$ cat src/rtl/vend_sequencer.sv
// Dispense sequencer: queues soda requests with their change, runs the soda motor
// with a done/timeout handshake, then pays change one nickel at a time via the hopper.
module vend_sequencer #(
  parameter int QDEPTH        = 2,
  parameter int MOTOR_TIMEOUT = 255,
  parameter int NICKEL_GAP    = 2
) (
  input  logic       clk_i,
  input  logic       rst_ni,
  input  logic       soda_i,
  input  logic [2:0] change_i,
  input  logic       motor_done_i,
  input  logic       hopper_ready_i,
  input  logic       clear_fault_i,
  output logic       motor_o,
  output logic       nickel_o,
  output logic       busy_o,
  output logic       overflow_o,
  output logic       fault_o,
  output logic [2:0] dbg_state_o
);

  localparam int PW = $clog2(QDEPTH);
  localparam int CW = PW + 1;
  localparam int TW = $clog2(MOTOR_TIMEOUT + 1);
  localparam int GW = $clog2(NICKEL_GAP + 1);
  localparam logic [TW-1:0] TMR_LAST = TW'(MOTOR_TIMEOUT - 1);
  localparam logic [GW-1:0] GAP_LAST = GW'(NICKEL_GAP - 1);
  localparam logic [CW-1:0] Q_FULL   = CW'(QDEPTH);

  typedef enum logic [2:0] {
    S_IDLE   = 3'd0,
    S_MOTOR  = 3'd1,
    S_CHANGE = 3'd2,
    S_GAP    = 3'd3,
    S_FAULT  = 3'd4
  } state_t;

  state_t        state;
  logic [2:0]    mem [QDEPTH];
  logic [PW-1:0] rd_ptr;
  logic [PW-1:0] wr_ptr;
  logic [CW-1:0] count;
  logic [2:0]    cnt;
  logic [TW-1:0] tmr;
  logic [GW-1:0] gap;

  logic       q_full;
  logic       pop;
  logic       flush;
  logic       req;
  logic       push;
  logic       drop;
  logic [2:0] change_clamped;

  always_comb begin
    q_full         = (count == Q_FULL);
    pop            = (state == S_IDLE) && (count != '0);
    flush          = (state == S_MOTOR) && !motor_done_i && (tmr == TMR_LAST);
    req            = soda_i && (state != S_FAULT);
    // A pop in the same cycle frees the slot, so a full queue still takes the push.
    push           = req && (!q_full || pop) && !flush;
    drop           = req && q_full && !pop;
    change_clamped = (change_i > 3'd4) ? 3'd4 : change_i;
  end

  always_ff @(posedge clk_i) begin
    if (push) mem[wr_ptr] <= change_clamped;
  end

  always_ff @(posedge clk_i or negedge rst_ni) begin
    if (!rst_ni) begin
      rd_ptr     <= '0;
      wr_ptr     <= '0;
      count      <= '0;
      overflow_o <= 1'b0;
    end else begin
      if (flush) begin
        rd_ptr <= '0;
        wr_ptr <= '0;
        count  <= '0;
      end else begin
        if (push) wr_ptr <= wr_ptr + PW'(1);
        if (pop)  rd_ptr <= rd_ptr + PW'(1);
        case ({push, pop})
          2'b10:   count <= count + CW'(1);
          2'b01:   count <= count - CW'(1);
          default: count <= count;
        endcase
      end
      if (drop) overflow_o <= 1'b1;
    end
  end

  // Hopper handshake: a nickel is ejected on an edge where the FSM is in CHANGE and
  // hopper_ready_i is high; nickel_o is the registered one-cycle pulse of that transfer.
  always_ff @(posedge clk_i or negedge rst_ni) begin
    if (!rst_ni) begin
      state    <= S_IDLE;
      cnt      <= '0;
      tmr      <= '0;
      gap      <= '0;
      motor_o  <= 1'b0;
      nickel_o <= 1'b0;
      fault_o  <= 1'b0;
    end else begin
      nickel_o <= 1'b0;
      case (state)
        S_IDLE: begin
          if (pop) begin
            cnt     <= mem[rd_ptr];
            tmr     <= '0;
            motor_o <= 1'b1;
            state   <= S_MOTOR;
          end
        end
        S_MOTOR: begin
          if (motor_done_i) begin
            motor_o <= 1'b0;
            tmr     <= '0;
            state   <= (cnt != 3'd0) ? S_CHANGE : S_IDLE;
          end else if (tmr == TMR_LAST) begin
            motor_o <= 1'b0;
            fault_o <= 1'b1;
            cnt     <= '0;
            tmr     <= '0;
            state   <= S_FAULT;
          end else begin
            tmr <= tmr + TW'(1);
          end
        end
        S_CHANGE: begin
          if (hopper_ready_i) begin
            nickel_o <= 1'b1;
            cnt      <= cnt - 3'd1;
            gap      <= '0;
            state    <= (cnt == 3'd1) ? S_IDLE : S_GAP;
          end
        end
        S_GAP: begin
          if (gap == GAP_LAST) begin
            gap   <= '0;
            state <= S_CHANGE;
          end else begin
            gap <= gap + GW'(1);
          end
        end
        S_FAULT: begin
          if (clear_fault_i) begin
            fault_o <= 1'b0;
            state   <= S_IDLE;
          end
        end
        default: state <= S_IDLE;
      endcase
    end
  end

  assign busy_o      = (state != S_IDLE) | (count != '0);
  assign dbg_state_o = state;

endmodule

$ cat config.mk
export PLATFORM = sky130hd
export DESIGN_NAME = vend_sequencer
export DESIGN_NICKNAME = d
export VERILOG_FILES = /design/src/rtl/vend_sequencer.sv
export SDC_FILE = /design/constraint.sdc
export NUM_CORES = 1
export LEC_CHECK = 0
export ABC_AREA = 1
export CAP_MARGIN = 20
export CORE_MARGIN = 4
export CORE_UTILIZATION = 56
export DETAILED_ROUTE_END_ITERATION = 10
export DONT_BUFFER_PORTS = 1
export HOLD_SLACK_MARGIN = 0.05
export PLACE_DENSITY_LB_ADDON = 0.1
export SYNTH_ARGS = -nofsm -noshare
export SYNTH_HDL_FRONTEND = slang
export SYNTH_SLANG_ARGS = --single-unit
$ cat constraint.sdc
create_clock -name clk_i -period 1.7 [get_ports clk_i]
set_clock_uncertainty 0.2 [all_clocks]
set_input_delay 0.255 -clock clk_i [delete_from_list [all_inputs] [get_ports clk_i]]
set_output_delay 0.255 -clock clk_i [all_outputs]
set_load 0.1 [all_outputs]
== After elaboration in Yosys (flattened, before gate mapping) ==
Memories as Yosys holds them, arrays and structs flattened.
Cells that the tools add are included.

* Memories kept: 1
* Input bits: 9
* Output and inout bits: 8
* Register bits: 24
* Bits in latches: 0
* ROM bits: 0
* RAM bits: 6
* Logic and storage cells: 109

{| class="wikitable"
|+ Memory list
! memory !! words !! bits a word !! rd ports !! clocked after Yosys merged registers in !! wr ports !! line !! source
|-
| mem || 2 || 3 || 1 || 0 || 1 || 40 || <nowiki>logic [2:0] mem [QDEPTH];</nowiki>
|}

* Bitwise logic cells: 1
* Div/mod/pow operators: 0
* Reductions and logical operators: 30
* Magnitude comparators: 1
* Shift operators: 0
* Equality and inequality tests: 18
* Multiplexer cells: 40
* Multipliers: 0
* Add/subtract/negate cells: 7

{| class="wikitable"
|+ Operators by type and width
! kind !! count
|-
| $mux 3 || 11
|-
| $mux 8 || 3
|-
| $pmux 8 s2 || 1
|-
| $pmux 3 s5 || 1
|-
| $mux 1 || 14
|-
| $reduce_bool 2->1 || 6
|-
| $reduce_bool 3->1 || 4
|-
| $mux 2 || 5
|-
| $ne 2x2->1 const B || 5
|-
| $reduce_and 5->1 || 2
|-
| $pmux 3 s3 || 1
|-
| $add 8x1->8 const B || 1
|-
| $eq 8x8->1 const B || 1
|-
| $logic_and 1x1->1 || 8
|-
| $pmux 2 s2 || 2
|-
| $eq 3x1->1 const B || 2
|-
| $eq 3x2->1 const B || 2
|-
| $add 2x1->2 const B || 2
|-
| $eq 2x1->1 const B || 2
|-
| $eq 2x2->1 const B || 2
|-
| $logic_not 1->1 || 4
|-
| $pmux 1 s2 || 2
|-
| $reduce_and 2->1 || 2
|-
| $reduce_and 4->1 || 1
|-
| other kinds (12) || 13
|}

== Longest topological paths before layout ==
* Depth after elaboration: 8
* Depth in mapped cells: 11
* Depth with buffers taken out: 11

== Least setup slack after synthesis ==
Ideal clock, no wire load.

* Path kind: register to register
* Start point: reg state[0] (netlist: dbg_state_o[0])
* End point: reg state[0] (netlist: dbg_state_o[0])
* Path buffers: 0
* Setup slack: -0.920 ns
* Clock period less this slack: 2.620 ns
* Cell stages (with the launch flop): 10
* Library setup time: 0.126 ns
* Required time: 1.374 ns
* Data arrival time: 2.294 ns
* Cell sequence: dfrtp_1 -> inv_2 -> nand2_2 -> nor2_4 -> nand2_2 -> nand2_1 -> nor3_2 -> nand2_1 -> nand2_1 -> o21ai_1

* Longest elaborated chain between the ends: 4
* Elaborated cells on any way between the ends: 13
* Classes of those cells: 9 x eq/ne; 1 x mux; 3 x reduce/logical

{| class="wikitable"
|+ RTL lines
! item !! line !! source
|-
| start, declared || 39 || <nowiki>state_t state;</nowiki>
|-
| start signal, assigned || 121 || <nowiki>state <= (cnt != 3'd0) ? S_CHANGE : S_IDLE;</nowiki>
|-
| start signal, assigned || 137 || <nowiki>state <= (cnt == 3'd1) ? S_IDLE : S_GAP;</nowiki>
|-
| $logic_not 3->1 || 58, 108 ||
|-
| $logic_and 1x1->1 || 58 || <nowiki>pop = (state == S_IDLE) && (count != '0);</nowiki>
|-
| $ne 2x2->1 (no line) || - ||
|-
| $reduce_and 5->1 (no line) || - ||
|}

Several ways; a longest one is shown, not always the timed one.
A chain may end at the register's enable or synchronous reset.

== Worst setup path in the final report ==
* Start point: reg state[0] (netlist: dbg_state_o[0])
* End point: reg tmr[5]

* Longest elaborated chain between the ends: 4
* Elaborated cells on any way between the ends: 7
* Classes of those cells: 2 x eq/ne; 1 x mux; 4 x reduce/logical

{| class="wikitable"
|+ RTL lines
! item !! line !! source
|-
| $logic_not 3->1 || 58, 108 ||
|-
| $logic_and 1x1->1 || 58 ||
|-
| $ne 2x2->1 (no line) || - ||
|-
| $reduce_and 2->1 (no line) || - ||
|-
| end signal, assigned || 129 || <nowiki>tmr <= tmr + TW'(1);</nowiki>
|-
| end, declared || 45 || <nowiki>logic [TW-1:0] tmr;</nowiki>
|}

Several ways; a longest one is shown, not always the timed one.

==> results.cfg <==
[outcome]
status = complete, but fails checks
failed_checks = negative setup slack

[routing]
route.vias.total = 1744
post_drt_wl_per_cell_um = 19.3
drtPass1Iterations = 4
drt_drc_violations_left = 0
via_per_inst = 5.97
drtAntennaViolNets = 0
wl_um = 5650
dr.first_iter.drc_count = 181

[pwr]
pwr-share-comb_pct = 69.8
peakVddDrop_v = 0.00163
power_density_nw_per_um2 = 2130
seq_power_share_pct = 21.8
power_leakage_nw = 1.26
clock_power_share_pct = 8.5
power.share.switching_pct = 51.9
overall_power_consumption_mw = 5.54
internal_power_mw = 2.66
p_switching_mw = 2.88

[timing]
min_period_ns = 1.90
rsz0062_at_grt = yes
totalNegativeSetupSlack_ns = -2.05
timing_worst_slew_pin_value_ns = 0.526
timing.final.max_slew_violations = 0
setup_ws_ns = -0.198
highest_clock_rate_ghz = 0.527
post-route-period-util_pct = 112
finalSetupViolCount = 22
hold_violations = 0
timing.max_slew.rel_slack_pct = 65.0

[global_route]
grt_overflow_total = 0
global_route.usage.met1_pct = 27.8
grt_pass1_vias = 1707
global_router_s_overall_resource_usage_pct = 25.4
met2_demand_to_capacity_share_in_global_routing_pct = 47.4
grt.busiest_layer = met2
grt_pass1_wl_um = 7890
grt_antenna_before_repair = 0
grt.met3_usage_pct = 4.90
largest_net_degree_at_the_start_of_global_routing = 25

[logic_synthesis]
muxShareOfSynthArea_pct = 0.646
per_instance_average_area_after_synthesis_um2 = 8.63
yosysUniqueCellTypes = 33
netlist_area_um2 = 1740
syn-instance-count = 202
synth-xor-area-share_pct = 0.503
ys_warn_count = 0
synth_seq_cells = 30
async_set_or_reset_register_ratio_after_synthesis_pct = 80.0
synth_top_cell_area_share_pct = 34.5
count_of_flip_flops_with_a_built_in_enable_after_synthesis = 6
synth_nets = 216
synthSimpleGateAreaFrac_pct = 32.2
main_combinational_cell_family_by_area_after_synthesis = simple AND/OR/NAND/NOR gates
synth_fa_ha_area_share_pct = 3.59
cells_taking_the_most_area_after_synthesis = sky130_fd_sc_hd__dfrtp_1 34%, sky130_fd_sc_hd__edfxtp_1 10%, sky130_fd_sc_hd__nand2_1 8.8%
netlist.top_cell.by_area = sky130_fd_sc_hd__dfrtp_1
ys_seq_area_share_pct = 44.8
area_fraction_in_compound_gates_after_synthesis_pct = 10.2
synth_top_flop_cell = sky130_fd_sc_hd__dfrtp_1

[clocking]
worst_skew_pair.late_latency_ns = 0.34
cts.reportedPaths.clkPinSlew_ns = 0.10
cts_sinks = 30
cts_made_buffers = 5
clock_tree.root_cell = sky130_fd_sc_hd__clkbuf_4
cts_max_path_buffers = 2
tritoncts = yes
cts_max_level = 2

[critical_path]
worstSetupPathType = flop to flop
critical_path_required_ns = 1.73
start_kind = flop
worst-path-max-fanout = 7
critical_path.endpoint_type = flop
arrival_ns = 1.92

[final_layout]
nNetsFinal = 274
multi_input_area_um2 = 1060
layout-area-overhead-vs-synth_pct = 49.0
final_design_instance_area_without_fill_um2 = 2600
layout_cell_share_with_drive_strength_beyond_1_pct = 46.7
layout.core_utilization_pct = 91.0
sequential_cell_area_um2 = 793
fillerInstances = 103
n_antenna_cell = 0

[floorplanning]
start_util_pct = 61.1
placement_rows = 19
fp.dieArea_um2 = 4070
floorplan.die.height_um = 63.8
floorplan.io_pins = 17
dieWidth_um = 63.8
fp.coreArea_um2 = 2850

[placed_design]
pre_cts_slack_ns = -0.142
placed_area_um2 = 2000
dp.final_hpwl_um = 2810
gpl.final_weighted_congestion = 0.827
buffer_ports.inserted = 0

[job]
maxCapViolCount = 0

[hold_path]
hold_path_class = input pin to flop
[sequential cells by signal, summed over array words and instances, names as in the netlist]
register,count
tmr,8
mem,6
cnt,3
dbg_state_o,3
count,2
gap,2
fault_o,1
motor_o,1
nickel_o,1
overflow_o,1
rd_ptr,1
wr_ptr,1
[final cells by class]
type,instances,area share (%)
well taps,31,1.49
inverters,35,5.73
repair buffers,52,19.2
multi-input cells,136,40.8
flip-flops and latches,30,30.6
clock buffers,8,2.27
[layout by cell type (no fill, tap or decap), types with 2 or more instances in the layout]
cell type                        n
sky130_fd_sc_hd__inv_2           6
sky130_fd_sc_hd__buf_12          4
sky130_fd_sc_hd__buf_6           8
sky130_fd_sc_hd__buf_4          31
sky130_fd_sc_hd__nor2_2          5
sky130_fd_sc_hd__o21ai_4         2
sky130_fd_sc_hd__nand3_1         5
sky130_fd_sc_hd__dfrtp_4         3
sky130_fd_sc_hd__inv_4           3
sky130_fd_sc_hd__nand3_2         3
sky130_fd_sc_hd__clkbuf_4        5
sky130_fd_sc_hd__nor3_2          2
sky130_fd_sc_hd__nor2_4         10
sky130_fd_sc_hd__o21ai_0         7
sky130_fd_sc_hd__dfrtp_1        20
sky130_fd_sc_hd__nand4_1         3
sky130_fd_sc_hd__nor3_4          2
sky130_fd_sc_hd__nand2_1        33
sky130_fd_sc_hd__nand3b_1        3
sky130_fd_sc_hd__inv_1          24
sky130_fd_sc_hd__a21oi_4         2
sky130_fd_sc_hd__nor2_1          7
sky130_fd_sc_hd__nand2_8         3
sky130_fd_sc_hd__nand3_4         2
sky130_fd_sc_hd__ha_1            4
sky130_fd_sc_hd__o21ai_1         4
sky130_fd_sc_hd__dlygate4sd3_1   8
sky130_fd_sc_hd__edfxtp_1        6
sky130_fd_sc_hd__a21oi_2         4
sky130_fd_sc_hd__nand2_2         5
sky130_fd_sc_hd__nand2_4        13
sky130_fd_sc_hd__clkbuf_1        2
sky130_fd_sc_hd__a21oi_1         9
[power groups by stage]
stage | Combinational [mW] | Clock [mW] | Sequential [mW]
2_1_floorplan | 1.52 | 0 | 1.61
3_3_place_gp | 2.54 | 0 | 1.17
3_5_place_dp | 2.63 | 0 | 1.18
4_1_cts | 3.19 | 0.457 | 1.17
5_1_grt | 4.09 | 0.507 | 1.22
6_report | 3.87 | 0.470 | 1.21
[per-stage QoR]
stage                     cells  hold WS [ns]
after floorplan             202        -0.241
after global placement      253        -0.240
after CTS                   285        0.0961
after global routing        292         0.107
final                       292         0.107
after detailed placement    253        -0.240
[synth_stat cells, types with 2 or more instances]
| master | n |
|---|---|
| sky130_fd_sc_hd__edfxtp_1 | 6 |
| sky130_fd_sc_hd__inv_2 | 4 |
| sky130_fd_sc_hd__nor2_4 | 4 |
| sky130_fd_sc_hd__nor3_1 | 2 |
| sky130_fd_sc_hd__nand4_1 | 3 |
| sky130_fd_sc_hd__o21ai_0 | 11 |
| sky130_fd_sc_hd__inv_1 | 29 |
| sky130_fd_sc_hd__nand2_2 | 5 |
| sky130_fd_sc_hd__ha_1 | 5 |
| sky130_fd_sc_hd__nand3b_1 | 3 |
| sky130_fd_sc_hd__nor2_1 | 17 |
| sky130_fd_sc_hd__dfrtp_1 | 24 |
| sky130_fd_sc_hd__nand2_1 | 41 |
| sky130_fd_sc_hd__a21oi_1 | 12 |
| sky130_fd_sc_hd__nand2_4 | 8 |
| sky130_fd_sc_hd__inv_4 | 2 |
| sky130_fd_sc_hd__nor3_2 | 2 |
| sky130_fd_sc_hd__a21oi_2 | 2 |
| sky130_fd_sc_hd__nand3_1 | 8 |
[cells by family (layout without fill, tap and decap cells)]
| logic type | count (synthesis) | in the layout |
|---|---|---|
| AO/OA/AOI/OAI | 30 | 30 |
| AND/OR/NAND/NOR | 99 | 99 |
| multiplexers | 1 | 1 |
| XOR/XNOR | 1 | 1 |
| flip-flops | 30 | 30 |
| adder cells (fa/ha/maj) | 5 | 5 |
| buffers and inverters | 36 | 95 |
[final timing paths]
check | end | slack, ns | cells past startpoint | start
max | tmr[5] | -0.20 | 11 | dbg_state_o[0]
min in group asynchronous | cnt[1] | 0.16 | 2 | rst_ni
max in group asynchronous | dbg_state_o[2] | 0.97 | 2 | rst_ni
min | dbg_state_o[1] | 0.11 | 6 | motor_done_i
min reg2reg | gap[1] | 0.38 | 2 | gap[1]
max reg2reg | tmr[5] | -0.20 | 11 | dbg_state_o[0]
[timing repair]
| item | 4_1_cts | 5_1_grt |
|---|---|---|
| setup buffers | 15 | 7 |
| setup endpoints to repair | 15 | 28 |
| cloned | 0 | 0 |
| gates resized for setup | 32 | 38 |
| pin swaps | 18 | 15 |
| hold buffers | 9 | 0 |
| endpoints found under the hold margin | 42 | 0 |
[metal layers]
layer	part of all wire (%)	wire length [um]	vias up
met2	51	2870	102
met5	0	0	-
met4	5.4	306	0
met1	37	2080	832
li1	-	-	766
met3	6.8	383	44
[critical path: stages, from the launching register on]
cell                       delay (ns)
sky130_fd_sc_hd__dfrtp_4         0.51
sky130_fd_sc_hd__inv_4           0.07
sky130_fd_sc_hd__nand2_4         0.06
sky130_fd_sc_hd__nor2_4          0.11
sky130_fd_sc_hd__buf_4           0.13
sky130_fd_sc_hd__buf_6           0.10
sky130_fd_sc_hd__nand2_8         0.07
sky130_fd_sc_hd__nand2_8         0.11
sky130_fd_sc_hd__nand2_4         0.06
sky130_fd_sc_hd__nor2_4          0.11
sky130_fd_sc_hd__nand3b_1        0.17
sky130_fd_sc_hd__inv_1           0.09
Note: power is estimated with default switching activity, not from simulation.
